File: src/rtl/riscv_i32_trace_pack_pkg.sv
// Shared types for the RISC-V i32 trace packer: packet types, header layout,
// the trace bus payload struct and the header packing helper.
package riscv_i32_trace_pack_types;

    localparam int unsigned WORD_W  = 32;
    localparam int unsigned CNT_W   = 8;
    localparam int unsigned DROP_W  = 16;
    localparam int unsigned MODE_W  = 3;
    localparam int unsigned RSN_W   = 4;

    typedef enum logic [3:0] {
        PKT_SYNC   = 4'd0,
        PKT_SEQ    = 4'd1,
        PKT_BRANCH = 4'd2,
        PKT_BKPT   = 4'd3
    } pkt_type_e;

    localparam int unsigned HDR_TYPE_LSB = 28;
    localparam int unsigned HDR_CNT_LSB  = 20;
    localparam int unsigned HDR_MODE_LSB = 17;
    localparam int unsigned HDR_TRAP_BIT = 16;
    localparam int unsigned HDR_RET_BIT  = 15;
    localparam int unsigned HDR_JALR_BIT = 14;
    localparam int unsigned HDR_RSN_LSB  = 10;

    localparam logic [CNT_W-1:0] SEQ_SAT    = 8'd255;
    localparam logic [CNT_W-1:0] SEQ_SAT_M1 = 8'd254;

    typedef struct packed {
        logic                instr_valid;
        logic [MODE_W-1:0]   mode;
        logic [WORD_W-1:0]   instr_pc;
        logic                branch_taken;
        logic [WORD_W-1:0]   branch_target;
        logic                trap;
        logic                ret;
        logic                jalr;
        logic                bkpt_valid;
        logic [RSN_W-1:0]    bkpt_reason;
    } trace_bus_t;

    function automatic logic [WORD_W-1:0] pack_hdr(
        input pkt_type_e         typ,
        input logic [CNT_W-1:0]  cnt,
        input logic [MODE_W-1:0] mode,
        input logic              trap,
        input logic              ret,
        input logic              jalr,
        input logic [RSN_W-1:0]  rsn
    );
        logic [WORD_W-1:0] h;
        h = '0;
        h[HDR_TYPE_LSB +: 4]      = typ;
        h[HDR_CNT_LSB +: CNT_W]   = cnt;
        h[HDR_MODE_LSB +: MODE_W] = mode;
        h[HDR_TRAP_BIT]           = trap;
        h[HDR_RET_BIT]            = ret;
        h[HDR_JALR_BIT]           = jalr;
        h[HDR_RSN_LSB +: RSN_W]   = rsn;
        return h;
    endfunction

endpackage

File: src/rtl/riscv_i32_trace_pack_fifo.sv
// Packet FIFO with two write ports (a whole record lands in one cycle) and one
// read port; level is one bit wider than the pointers to tell full from empty.
module riscv_i32_trace_pack_fifo #(
    parameter int unsigned FIFO_LOG2 = 4,
    parameter int unsigned WORD_W    = 32
) (
    input  logic              clk,
    input  logic              rst_n,
    input  logic              en_i,
    input  logic [1:0]        wr_cnt_i,
    input  logic [WORD_W-1:0] wr_data0_i,
    input  logic [WORD_W-1:0] wr_data1_i,
    input  logic              rd_i,
    output logic [WORD_W-1:0] rd_data_o,
    output logic              valid_o,
    output logic [FIFO_LOG2:0] level_o
);

    localparam int unsigned DEPTH = 1 << FIFO_LOG2;
    localparam int unsigned LVL_W = FIFO_LOG2 + 1;

    logic [WORD_W-1:0]    mem_q [DEPTH];
    logic [FIFO_LOG2-1:0] wr_ptr_q, wr_ptr_d, rd_ptr_q, rd_ptr_d;
    logic [LVL_W-1:0]     level_q, level_d;
    logic                 push0, push1, pop;

    always_comb begin
        push0    = en_i && (wr_cnt_i != 2'd0);
        push1    = en_i && (wr_cnt_i == 2'd2);
        pop      = en_i && rd_i;
        wr_ptr_d = push0 ? wr_ptr_q + FIFO_LOG2'(wr_cnt_i) : wr_ptr_q;
        rd_ptr_d = pop ? rd_ptr_q + FIFO_LOG2'(1) : rd_ptr_q;
        level_d  = level_q + LVL_W'(push0) + LVL_W'(push1) - LVL_W'(pop);
    end

    always_ff @(posedge clk or negedge rst_n) begin
        if (!rst_n) begin
            wr_ptr_q <= '0;
            rd_ptr_q <= '0;
            level_q  <= '0;
        end else begin
            wr_ptr_q <= wr_ptr_d;
            rd_ptr_q <= rd_ptr_d;
            level_q  <= level_d;
        end
    end

    // Storage is not reset; the head is masked to zero while empty.
    always_ff @(posedge clk) begin
        if (push0) mem_q[wr_ptr_q] <= wr_data0_i;
        if (push1) mem_q[wr_ptr_q + FIFO_LOG2'(1)] <= wr_data1_i;
    end

    always_ff @(posedge clk) begin
        if (rst_n && en_i) begin
            assert (LVL_W'(wr_cnt_i) <= LVL_W'(DEPTH) - level_q + LVL_W'(rd_i));
            assert (!rd_i || (level_q != '0));
        end
    end

    assign valid_o   = (level_q != '0);
    assign rd_data_o = valid_o ? mem_q[rd_ptr_q] : '0;
    assign level_o   = level_q;

endmodule

File: src/rtl/riscv_i32_trace_pack.sv
// Compresses retired-instruction trace into 32-bit packets: sequential runs are
// counted, only discontinuities, breakpoints and sync points carry addresses.
module riscv_i32_trace_pack
    import riscv_i32_trace_pack_types::*;
#(
    parameter int unsigned FIFO_LOG2 = 4
) (
    input  logic               clk,
    input  logic               clk__enable,
    input  logic               reset_n,
    input  logic               riscv_clk_enable,
    input  logic               trace_enable,
    input  logic               flush,
    input  logic               trace__instr_valid,
    input  logic [2:0]         trace__mode,
    input  logic [31:0]        trace__instr_pc,
    input  logic [31:0]        trace__instruction,
    input  logic               trace__branch_taken,
    input  logic [31:0]        trace__branch_target,
    input  logic               trace__trap,
    input  logic               trace__ret,
    input  logic               trace__jalr,
    input  logic               trace__rfw_retire,
    input  logic               trace__rfw_data_valid,
    input  logic [4:0]         trace__rfw_rd,
    input  logic [31:0]        trace__rfw_data,
    input  logic               trace__bkpt_valid,
    input  logic [3:0]         trace__bkpt_reason,
    output logic               pkt_valid,
    output logic [31:0]        pkt_data,
    input  logic               pkt_ready,
    output logic [FIFO_LOG2:0] fifo_level,
    output logic               overflow_sticky
);

    localparam int unsigned     LVL_W = FIFO_LOG2 + 1;
    localparam logic [LVL_W-1:0] DEPTH = LVL_W'(1 << FIFO_LOG2);

    trace_bus_t         bus;
    logic               sample, pop, seq_inc, rec_sync;
    logic [1:0]         rec_words, wr_cnt;
    logic [WORD_W-1:0]  rec_hdr, rec_w1;
    logic [LVL_W-1:0]   free;
    logic [CNT_W-1:0]   flush_cnt;
    logic [CNT_W-1:0]   seq_count_q, seq_count_d;
    logic [DROP_W-1:0]  drop_count_q, drop_count_d;
    logic               sync_pending_q, sync_pending_d;
    logic               overflow_q, overflow_d;
    logic               trace_en_q, trace_en_d;
    logic               unused_bus;

    assign bus = '{instr_valid: trace__instr_valid, mode: trace__mode,
                   instr_pc: trace__instr_pc, branch_taken: trace__branch_taken,
                   branch_target: trace__branch_target, trap: trace__trap,
                   ret: trace__ret, jalr: trace__jalr,
                   bkpt_valid: trace__bkpt_valid, bkpt_reason: trace__bkpt_reason};

    assign unused_bus = ^{trace__instruction, trace__rfw_retire, trace__rfw_data_valid,
                          trace__rfw_rd, trace__rfw_data};

    always_comb begin
        rec_words      = 2'd0;
        rec_hdr        = '0;
        rec_w1         = '0;
        rec_sync       = 1'b0;
        seq_inc        = 1'b0;
        wr_cnt         = 2'd0;
        drop_count_d   = drop_count_q;
        sync_pending_d = sync_pending_q;
        overflow_d     = overflow_q;
        trace_en_d     = clk__enable ? trace_enable : trace_en_q;

        sample = clk__enable && riscv_clk_enable && trace_enable && bus.instr_valid;
        pop    = clk__enable && pkt_valid && pkt_ready;
        free   = DEPTH - fifo_level + LVL_W'(pop);

        // Record selection, highest priority first.
        if (sample) begin
            if (sync_pending_q) begin
                rec_words = 2'd2;
                rec_sync  = 1'b1;
                rec_hdr   = pack_hdr(PKT_SYNC, seq_count_q, bus.mode, 1'b0, 1'b0, 1'b0, '0)
                          | WORD_W'(drop_count_q);
                rec_w1    = bus.instr_pc;
            end else if (bus.bkpt_valid) begin
                rec_words = 2'd2;
                rec_hdr   = pack_hdr(PKT_BKPT, seq_count_q, bus.mode, bus.trap, bus.ret,
                                     bus.jalr, bus.bkpt_reason);
                rec_w1    = bus.instr_pc;
            end else if (bus.branch_taken || bus.trap || bus.ret) begin
                rec_words = 2'd2;
                rec_hdr   = pack_hdr(PKT_BRANCH, seq_count_q, bus.mode, bus.trap, bus.ret,
                                     bus.jalr, '0);
                rec_w1    = bus.branch_target;
            end else if (seq_count_q == SEQ_SAT_M1) begin
                rec_words = 2'd1;
                rec_hdr   = pack_hdr(PKT_SEQ, SEQ_SAT, bus.mode, 1'b0, 1'b0, 1'b0, '0);
            end else begin
                seq_inc = 1'b1;
            end
        end

        // A flush that meets a record is absorbed: the record carries the count.
        flush_cnt = seq_inc ? seq_count_q + 8'd1 : seq_count_q;
        if (clk__enable && flush && (rec_words == 2'd0) && (flush_cnt != '0)) begin
            rec_words = 2'd1;
            rec_hdr   = pack_hdr(PKT_SEQ, flush_cnt, bus.mode, 1'b0, 1'b0, 1'b0, '0);
        end

        seq_count_d = seq_inc ? seq_count_q + 8'd1 : seq_count_q;
        if (rec_words != 2'd0) begin
            seq_count_d = '0;
            if (free >= LVL_W'(rec_words)) begin
                wr_cnt = rec_words;
                if (rec_sync) begin
                    drop_count_d   = '0;
                    sync_pending_d = 1'b0;
                end
            end else begin
                drop_count_d   = (drop_count_q == '1) ? drop_count_q : drop_count_q + 16'd1;
                overflow_d     = 1'b1;
                sync_pending_d = 1'b1;
            end
        end

        if (clk__enable && trace_en_q && !trace_enable) sync_pending_d = 1'b1;
    end

    always_ff @(posedge clk or negedge reset_n) begin
        if (!reset_n) begin
            seq_count_q    <= '0;
            drop_count_q   <= '0;
            sync_pending_q <= 1'b1;
            overflow_q     <= 1'b0;
            trace_en_q     <= 1'b0;
        end else begin
            seq_count_q    <= seq_count_d;
            drop_count_q   <= drop_count_d;
            sync_pending_q <= sync_pending_d;
            overflow_q     <= overflow_d;
            trace_en_q     <= trace_en_d;
        end
    end

    assign overflow_sticky = overflow_q;

    riscv_i32_trace_pack_fifo #(
        .FIFO_LOG2 (FIFO_LOG2),
        .WORD_W    (WORD_W)
    ) u_fifo (
        .clk        (clk),
        .rst_n      (reset_n),
        .en_i       (clk__enable),
        .wr_cnt_i   (wr_cnt),
        .wr_data0_i (rec_hdr),
        .wr_data1_i (rec_w1),
        .rd_i       (pop),
        .rd_data_o  (pkt_data),
        .valid_o    (pkt_valid),
        .level_o    (fifo_level)
    );

endmodule

File: config.mk
export PLATFORM = sky130hd
export DESIGN_NAME = riscv_i32_trace_pack
export DESIGN_NICKNAME = d
export VERILOG_FILES = /design/src/rtl/riscv_i32_trace_pack_pkg.sv /design/src/rtl/riscv_i32_trace_pack_fifo.sv /design/src/rtl/riscv_i32_trace_pack.sv
export SDC_FILE = /design/constraint.sdc
export NUM_CORES = 1
export LEC_CHECK = 0
export CORE_MARGIN = 2
export CORE_UTILIZATION = 50
export CTS_CLUSTER_SIZE = 16
export DETAILED_ROUTE_END_ITERATION = 6
export PLACE_DENSITY = 0.7
export SKIP_LAST_GASP = 1
export SLEW_MARGIN = 5
export SYNTH_ARGS = -nofsm -noshare
export SYNTH_HDL_FRONTEND = slang
export SYNTH_SLANG_ARGS = --single-unit
File: constraint.sdc
create_clock -name clk -period 8.8 [get_ports clk]
set_clock_uncertainty 0.2 [all_clocks]
set_input_delay 1.76 -clock clk [delete_from_list [all_inputs] [get_ports clk]]
set_output_delay 1.76 -clock clk [all_outputs]
set_load 0.1 [all_outputs]
==> metrics list, run 1 <==
- Summing the areas of all fa, ha and maj instances in the mapped netlist gives 0.917% of the synthesized area.
- The cell sitting at the root of the clock tree is a sky130_fd_sc_hd__clkbuf_16.
* Post-synthesis sequential element count: 552
* Final setup violation count: 0
- Data on the critical path is required at its endpoint by 8.90 ns.
- Post-CTS resize count: 0
- RePlAce Congestion: 0.927
- Comb pwr share: 35.0%
* Register-to-Register Setup Slack: 2.54 ns
- Max-cap violations in this run came to 0.
- After floorplanning, the core was divided into 87 placement rows.
- Reported net switching power: 3070 uW
- Worst Reg2Reg Path Length in Cells: 14
* DR vias/cell: 6.33
* Clock power share: 29.0%
* Floorplan core area: 56300 um^2
- In this run the biggest area consumer among cell types represents 54.2% of the synthesized area.
* Most used flip-flop cell after synthesis: sky130_fd_sc_hd__edfxtp_1
- Critical Path Source Type: primary input
- Area used by multi-input combinational logic: 11300 um^2
- Overall die area: 58700 um^2
- In this run, distinct cell masters in the synthesized netlist total 59.
- Via count of the first global-routing pass: 20700
* Mean post-synth cell area: 11.5 um^2
- Leakage: 0.0109 uW
- Summing over every cut layer, the via total after detailed routing is 20900.
* Run status: finished clean
- Hold buffers post-CTS: 0
- Die width: 242 um
- Layout Area Growth over Synthesis: 14.6%
- Compound-cell area share of the yosys netlist: 10.9%
* Placed cell area: 30700 um^2
- For this run, asynchronously set or reset flops after synthesis account for 7.25%.
* DP HPWL: 52600 um
- The first detailed-routing pass ran for 6 iterations.
- The post-route netlist has 15.7% of its cells at a drive strength greater than 1.
* Largest family of logic cells by synthesized area: multiplexers
- Number of nets in the final layout: 2675
- Multiplexer share of the synthesized area: 13.3%
- CTS built an H-tree with a depth of 2.
* Post-detailed-routing wire length: 84200 um
- Global-route wire length before repair: 126000 um
- Synth Instances: 2471
- Routed length per placed instance: 25.5 um
- Setup repair after global routing left no endpoint under its margin.
* Proportion of synthesized chip area in sequential cells: 57.7%
- Count of buffers inserted at the top-level ports: 122
- Number of nets in the synthesized netlist: 2645
- Across the VDD grid, the largest voltage drop is 0.424 mV.
- In the final timing run, aggregate negative setup slack is 0 ns.
* Final-layout fill cell count: 4533
- Overall Global Routing Usage: 28.7%
- The worst pin sits at a relative slew slack of 14.1%.
- CTS saw 552 sinks.
* Latest clock arrival within the worst-skew pair: 0.63 ns
* Number of I/O pins: 194
- Timing would allow up to 0.138 GHz.
- Number of stages on the worst hold path: 1
* Reg-to-reg startpoint: sync_pending_q
* Maximum root-to-sink buffer count: 3
- In this run the worst path has a maximum fanout of 22.
- During synthesis, Yosys emitted a total of 0 warnings.
* Hold_ws: 0.268 ns
* Hold path start: u_fifo.rd_ptr_q[3]
- The cell area that synthesis handed to floorplanning was 28400 um^2.
* Height of the chip: 242 um
- Registers are responsible for 35.9% of the overall power.
- Sorting the synthesized cells by area gives the leading types as sky130_fd_sc_hd__edfxtp_1 (54%), sky130_fd_sc_hd__mux4_2 (13%), sky130_fd_sc_hd__o21ai_0 (8.0%), sky130_fd_sc_hd__nand2_1 (7.4%), sky130_fd_sc_hd__dfrtp_1 (3.4%).
- Transition time at the pin with the least slew margin: 1.29 ns
* Power per cell area: 258 nW/um^2
- Net switching is 36.6% of the power.
* Final hold violation count: 0
* Overflow after GRT: 0
- Number of buffers created by CTS: 58
- Cell type contributing the most total cell area after synthesis: sky130_fd_sc_hd__edfxtp_1
- After Yosys synthesis, XOR and XNOR cells account for 0.525% of the synthesized area.
- Dividing the final minimum period by the clock period gives 82.6%.
- Remaining antenna violation count after routing: 0
- Post-CTS setup buffer count: 0
* Design area: 32500 um^2
- Area taken by flip-flops and latches: 16400 um^2
- Worst path arrival time: 7.37 ns
- Clock transition time at the flip-flop clock pins of the worst setup and hold paths: 0.06 ns
- Type of the setup path with the least slack: primary input to flip-flop
- In the routed design, unresolved DRC markers number 0.
* Worst r2r dst: u_fifo.mem_q[2][19]
- Violation count after the first detailed-routing iteration: 2964
* Pins Over Slew Limit: 0
* Post-synth EDFFs: 512
- Initial cell density of the core: 50.4%
- Cell Int Power: 5310 uW
- Class of the most critical hold timing path: flip-flop to flip-flop
* Sort of element at the end of the critical path: flip-flop
* Synthesized-area fraction occupied by and/or/nand/nor cells: 13.1%
- The path with the worst hold slack has its endpoint at u_fifo.rd_ptr_q[3].
* Maximum number of pins on one net before global-route repair: 115
- For the finished layout, the period the worst path requires is 7.27 ns.
* CTS tree: done
- Antenna violations before repair: 0
## Yosys cell counts (all sizes together), types with 9 or more instances
library cell,number
ha,16
mux4,160
nor3,35
clkbuf,183
nand3,40
nor2,113
a21oi,73
edfxtp,512
inv,17
o21ai,467
nand4,10
xnor2,9
dfrtp,39
or4,14
or3,10
and2,42
nand2,556
o31ai,12
and3,18
buf,56
mux2i,13
## worst max-delay path: stages
cell and delay [ns]:
sky130_fd_sc_hd__clkdlybuf4s50_1 0.57, sky130_fd_sc_hd__or3_1 0.50, sky130_fd_sc_hd__a2111oi_4 0.62, sky130_fd_sc_hd__and4b_1 0.33
sky130_fd_sc_hd__o22a_2 0.23, sky130_fd_sc_hd__a21oi_4 0.14, sky130_fd_sc_hd__a31oi_1 0.28, sky130_fd_sc_hd__nor2_1 0.09
sky130_fd_sc_hd__ha_1 0.29, sky130_fd_sc_hd__nand2b_1 0.09, sky130_fd_sc_hd__a21oi_1 0.08, sky130_fd_sc_hd__o211ai_1 0.26
sky130_fd_sc_hd__nand2_1 0.20, sky130_fd_sc_hd__inv_1 0.40, sky130_fd_sc_hd__nand3_1 0.66, sky130_fd_sc_hd__o21ai_4 0.53
sky130_fd_sc_hd__buf_12 0.30
## state kept, by name, summed over array words and instances (netlist names)
| register | count |
|---|---|
| overflow_sticky | 1 |
| sync_pending_q | 1 |
| drop_count_q | 16 |
| u_fifo.wr_ptr_q | 4 |
| u_fifo.mem_q | 512 |
| u_fifo.level_o | 5 |
| u_fifo.rd_ptr_q | 4 |
| trace_en_q | 1 |
| seq_count_q | 8 |
## worst max path at each step
| stage | from | to |
|---|---|---|
| finish | trace__trap | u_fifo.mem_q[2][19] |
| global route | trace__trap | u_fifo.level_o[4] |
| floorplan | trace__ret | u_fifo.mem_q[0][0] |
| CTS | trace__trap | u_fifo.level_o[4] |
| detailed placement | trace__trap | u_fifo.level_o[4] |
| global placement | trace__trap | u_fifo.level_o[4] |
## logic make-up after synthesis
kind of cell,after synthesis
compound gates,581
xor+xnor,17
fa+ha+maj,19
buf+inv,257
flops,552
mux,177
simple gates,868
## through the flow
stage,cells,setup slack (ns),utilization [%],total power (uW)
after floorplan,2471,1.06,-,5270
final,3305,1.53,57.8,8370
after global routing,3303,1.28,57.8,8610
after global placement,3197,1.07,54.5,6000
after CTS,3303,1.64,57.8,8400
after detailed placement,3197,1.02,54.5,6010
## cells in the final DEF (no fill, tap or decap), types with 14 or more instances in the layout
master	instances
sky130_fd_sc_hd__inv_1	17
sky130_fd_sc_hd__or4_1	14
sky130_fd_sc_hd__clkdlybuf4s50_1	121
sky130_fd_sc_hd__edfxtp_1	512
sky130_fd_sc_hd__and2_1	42
sky130_fd_sc_hd__clkbuf_16	58
sky130_fd_sc_hd__nor3_1	23
sky130_fd_sc_hd__nand2_1	556
sky130_fd_sc_hd__o21ai_0	437
sky130_fd_sc_hd__nor2_1	110
sky130_fd_sc_hd__nand3_1	32
sky130_fd_sc_hd__buf_4	79
sky130_fd_sc_hd__a21oi_1	72
sky130_fd_sc_hd__mux4_2	160
sky130_fd_sc_hd__o21ai_4	16
sky130_fd_sc_hd__and3_1	18
sky130_fd_sc_hd__dfrtp_1	35
sky130_fd_sc_hd__ha_1	16
## area by class of cell
cell class	count	area share, %
Multi-Input combinational cell	1662	34.7
Timing Repair Buffer	209	6.06
Antenna cell	2	0.0154
Tap cell	756	2.91
Sequential cell	552	50.4
Inverter	18	0.208
Clock inverter	32	0.881
Clock buffer	74	4.80
## metal layers
metal  share of wire [%]  up-vias  wire length [um]  global-route usage [%]
li1                    -     9159                 -                       -
met1                  37    10200             31400                    40.0
met2                  46     1368             39100                    44.7
met3                  13      193             10900                    6.10
met4                 3.3        0              2780                    10.3
met5                   0        -                 0                       0
## power groups by stage
stage,combinational (uW),sequential (uW),clock (uW)
floorplan,2220,3050,0
global placement,2940,3060,0
detailed placement,2950,3060,0
CTS,2950,3010,2440
global route,3060,3020,2540
finish,2940,3010,2430
No activity file was read; power rests on OpenSTA's default activity.
==> run 2: changes to the inputs <==
- clock period: 8.8 -> 7.2 ns (I/O delays scaled with it)
==> run 2 against run 1 <==
Sequential share of layout area grew 0.20 points. Global-route usage grew 0.30 points. Core utilization shrank 0.23 points. Sequential power grew 25%. Via count grew 0.59%. Critical endpoint is now u_fifo.mem_q[7][26].
==> metrics list, run 2 (same netlist as run 1, synthesis figures left out) <==
- Slack of the critical path: 0.687 ns
* Pins Over Slew Limit: 0
- At the end of routability-driven placement, the weighted congestion stood at 0.897.
* Latest clock arrival within the worst-skew pair: 0.61 ns
- For the pin with the worst max-slew slack, the measured transition is 1.23 ns.
- The worst hold path belongs to the class flip-flop to flip-flop.
- Cell type of the slowest stage on the worst timing path: sky130_fd_sc_hd__nand3_1
- Static timing analysis puts the maximum clock frequency at 0.154 GHz.
- Once the clock tree was built, the resizer swapped 0 gates to a different size.
- Setup repair after global routing left no endpoint under its margin.
- Remaining antenna violation count after routing: 0
* Critical Path Source Type: primary input
* Placement Setup Slack: 0.208 ns
* Commonest non-fill, non-tap cells in the layout: sky130_fd_sc_hd__nand2_1 (556), sky130_fd_sc_hd__edfxtp_1 (512), sky130_fd_sc_hd__o21ai_0 (437), sky130_fd_sc_hd__mux4_2 (160), sky130_fd_sc_hd__clkdlybuf4s50_1 (121)
- The first global-routing pass estimated 127000 um of wire.
* CTS tree: done
* Leakage: 0.0108 uW
* Die width: 242 um
- Initial cell density of the core: 50.4%
* Maximum fanout encountered on the critical timing path: 18
- The die is 242 um tall.
* Final-layout fill cell count: 4525
- Number of buffers created by CTS: 57
* Remaining routing DRC violations: 0
- For this block, the routed nets add up to 85000 um of wire.
* Cells along the critical path: clkdlybuf4s50_1, or3_1, a2111oi_4, and4b_1, o22a_2, a21oi_4, a31oi_1, nor2_1, ha_1, nand2b_1, a21oi_1, o211ai_1, nand2_1, inv_1, nand3_1, o21ai_4, buf_4
- The first detailed-routing pass took 6 iterations.
- In the routed layout, each cell is associated on average with a via count of 6.37.
- Worst IR drop on VDD: 0.562 mV
- The initial antenna violation count came to 1.
- Count of buffers inserted at the top-level ports: 122
* Final setup violation count: 0
* Overall die area: 58700 um^2
- Non-filler cells, final: 3306
* Number of I/O pins: 194
* Largest register FFs: 512
- For this run, the post-layout net count is 2685.
* Number of cells after detailed placement: 3208
- From synthesis to final layout, the design area changed by 14.2%.
- The worst setup path is of the primary input to flip-flop kind.
- Fraction of layout instances using a drive strength above 1: 15.6%
* Worst path arrival time: 6.58 ns
* Hold_ws: 0.274 ns
* Clock transition time at the flip-flop clock pins of the worst setup and hold paths: 0.06 ns
* Via count of the first global-routing pass: 20800
* Fin crit period: 6.51 ns
* Hold buffers post-CTS: 0
* Run status: finished clean
- H-tree lvl count: 2
- Overall Global Routing Usage: 29.0%
- CTS saw 552 sinks.
- Sort of element at the end of the critical path: flip-flop
- Post-route clock period utilization: 90.5%
- Slowest stage delay, CP: 0.70 ns
* Antenna cells: 0
- Top Registers: u_fifo.mem_q x512, drop_count_q x16, seq_count_q x8
* Floorplan core area: 56300 um^2
- Ranked by flip-flop count, first place goes to u_fifo.mem_q.
- After global routing the overflow that remains totals 0.
* Routed length per placed instance: 25.7 um
* Violation count after the first detailed-routing iteration: 2744
- Slew margin rel.: 17.7%
- The root buffer cell chosen for the clock tree is sky130_fd_sc_hd__clkbuf_16.
* Final hold violation count: 0
* DP HPWL: 52900 um
* Post-CTS setup buffer count: 0
* Number of buffers and inverters on the critical path: 3
- Maximum number of pins on one net before global-route repair: 47
* Maximum root-to-sink buffer count: 3
- Leading cell type in the layout, fill and taps excluded: sky130_fd_sc_hd__nand2_1
- Power per cell area: 310 nW/um^2
* CP delay by family, top: simple AND/OR/NAND/NOR gates
- Data on the critical path is required at its endpoint by 7.26 ns.
- Vias after detailed routing: 21000
* Standard-cell row count: 87
* Maximum capacitance violations: 0
[run 2: changes by cell type in the layout (fill, tap and decap cells not counted), moves of 2 or more]
cell                        delta
sky130_fd_sc_hd__buf_12        -2
sky130_fd_sc_hd__clkinv_2      -2
sky130_fd_sc_hd__clkbuf_1      +2
sky130_fd_sc_hd__buf_4        +13
sky130_fd_sc_hd__clkinv_1      +4
sky130_fd_sc_hd__inv_6         -2
sky130_fd_sc_hd__clkbuf_8      -5
sky130_fd_sc_hd__bufinv_16     -2
sky130_fd_sc_hd__diode_2       -2
[run 2: routing by layer]
metal	global-route usage, %	wire, um	vias to the layer above
met5	0	0	-
met4	11.5	3220	0
met1	39.5	31700	10300
met3	6.69	10600	217
met2	45.3	39400	1342
li1	-	-	9163
[run 2: final timing paths]
| path | start | to | slack [ns] | cells after the start |
|---|---|---|---|---|
| setup / recovery | trace__trap | u_fifo.mem_q[7][26] | 0.69 | 17 |
| hold / removal | overflow_sticky | overflow_sticky | 0.27 | 1 |
| setup reg to reg | seq_count_q[0] | u_fifo.mem_q[7][26] | 1.44 | 18 |
| hold reg to reg | overflow_sticky | overflow_sticky | 0.27 | 1 |
| max in group asynchronous | reset_n | u_fifo.rd_ptr_q[1] | 5.29 | 1 |
| min in group asynchronous | reset_n | seq_count_q[5] | 0.78 | 1 |
[run 2: final cells by class]
type,count,area (um^2),area share [%]
multi-input combinational,1662,11300,34.9
clock buffer,70,1480,4.55
timing repair buffer,220,2030,6.26
clock inverter,28,189,0.583
sequential,552,16400,50.6
inverter,18,67.6,0.209
tap,756,946,2.92
[run 2: per-stage QoR]
step | utilization [%] | setup TNS, ns | power [uW] | instance area (um^2)
after floorplan | - | -113.17 | 6440 | 28400
after global placement | 54.6 | 0 | 7360 | 30700
after detailed placement | 54.6 | 0 | 7380 | 30700
after CTS | 57.5 | 0 | 10100 | 32400
after global routing | 57.5 | 0 | 10300 | 32400
final | 57.5 | 0 | 10100 | 32400
[run 2: power by group]
part           internal [uW]  leakage [uW]  switching (uW)
Combinational           1320       0.00443            2240
Clock                   1510      0.000817            1230
Sequential              3510       0.00557             244
Total                   6340        0.0108            3710
[run 2: worst register-to-register path, stage by stage (launching register included)]
cell,delay (ns)
sky130_fd_sc_hd__dfrtp_1,0.46
sky130_fd_sc_hd__inv_1,0.12
sky130_fd_sc_hd__ha_1,0.21
sky130_fd_sc_hd__and3_1,0.31
sky130_fd_sc_hd__a2111oi_4,0.45
sky130_fd_sc_hd__and4b_1,0.28
sky130_fd_sc_hd__o22a_2,0.24
sky130_fd_sc_hd__a21oi_4,0.08
sky130_fd_sc_hd__a31oi_1,0.22
sky130_fd_sc_hd__nor2_1,0.07
sky130_fd_sc_hd__ha_1,0.28
sky130_fd_sc_hd__nand2b_1,0.09
sky130_fd_sc_hd__a21oi_1,0.08
sky130_fd_sc_hd__o211ai_1,0.26
sky130_fd_sc_hd__nand2_1,0.18
sky130_fd_sc_hd__inv_1,0.52
sky130_fd_sc_hd__nand3_1,0.71
sky130_fd_sc_hd__o21ai_4,0.24
sky130_fd_sc_hd__buf_4,0.42
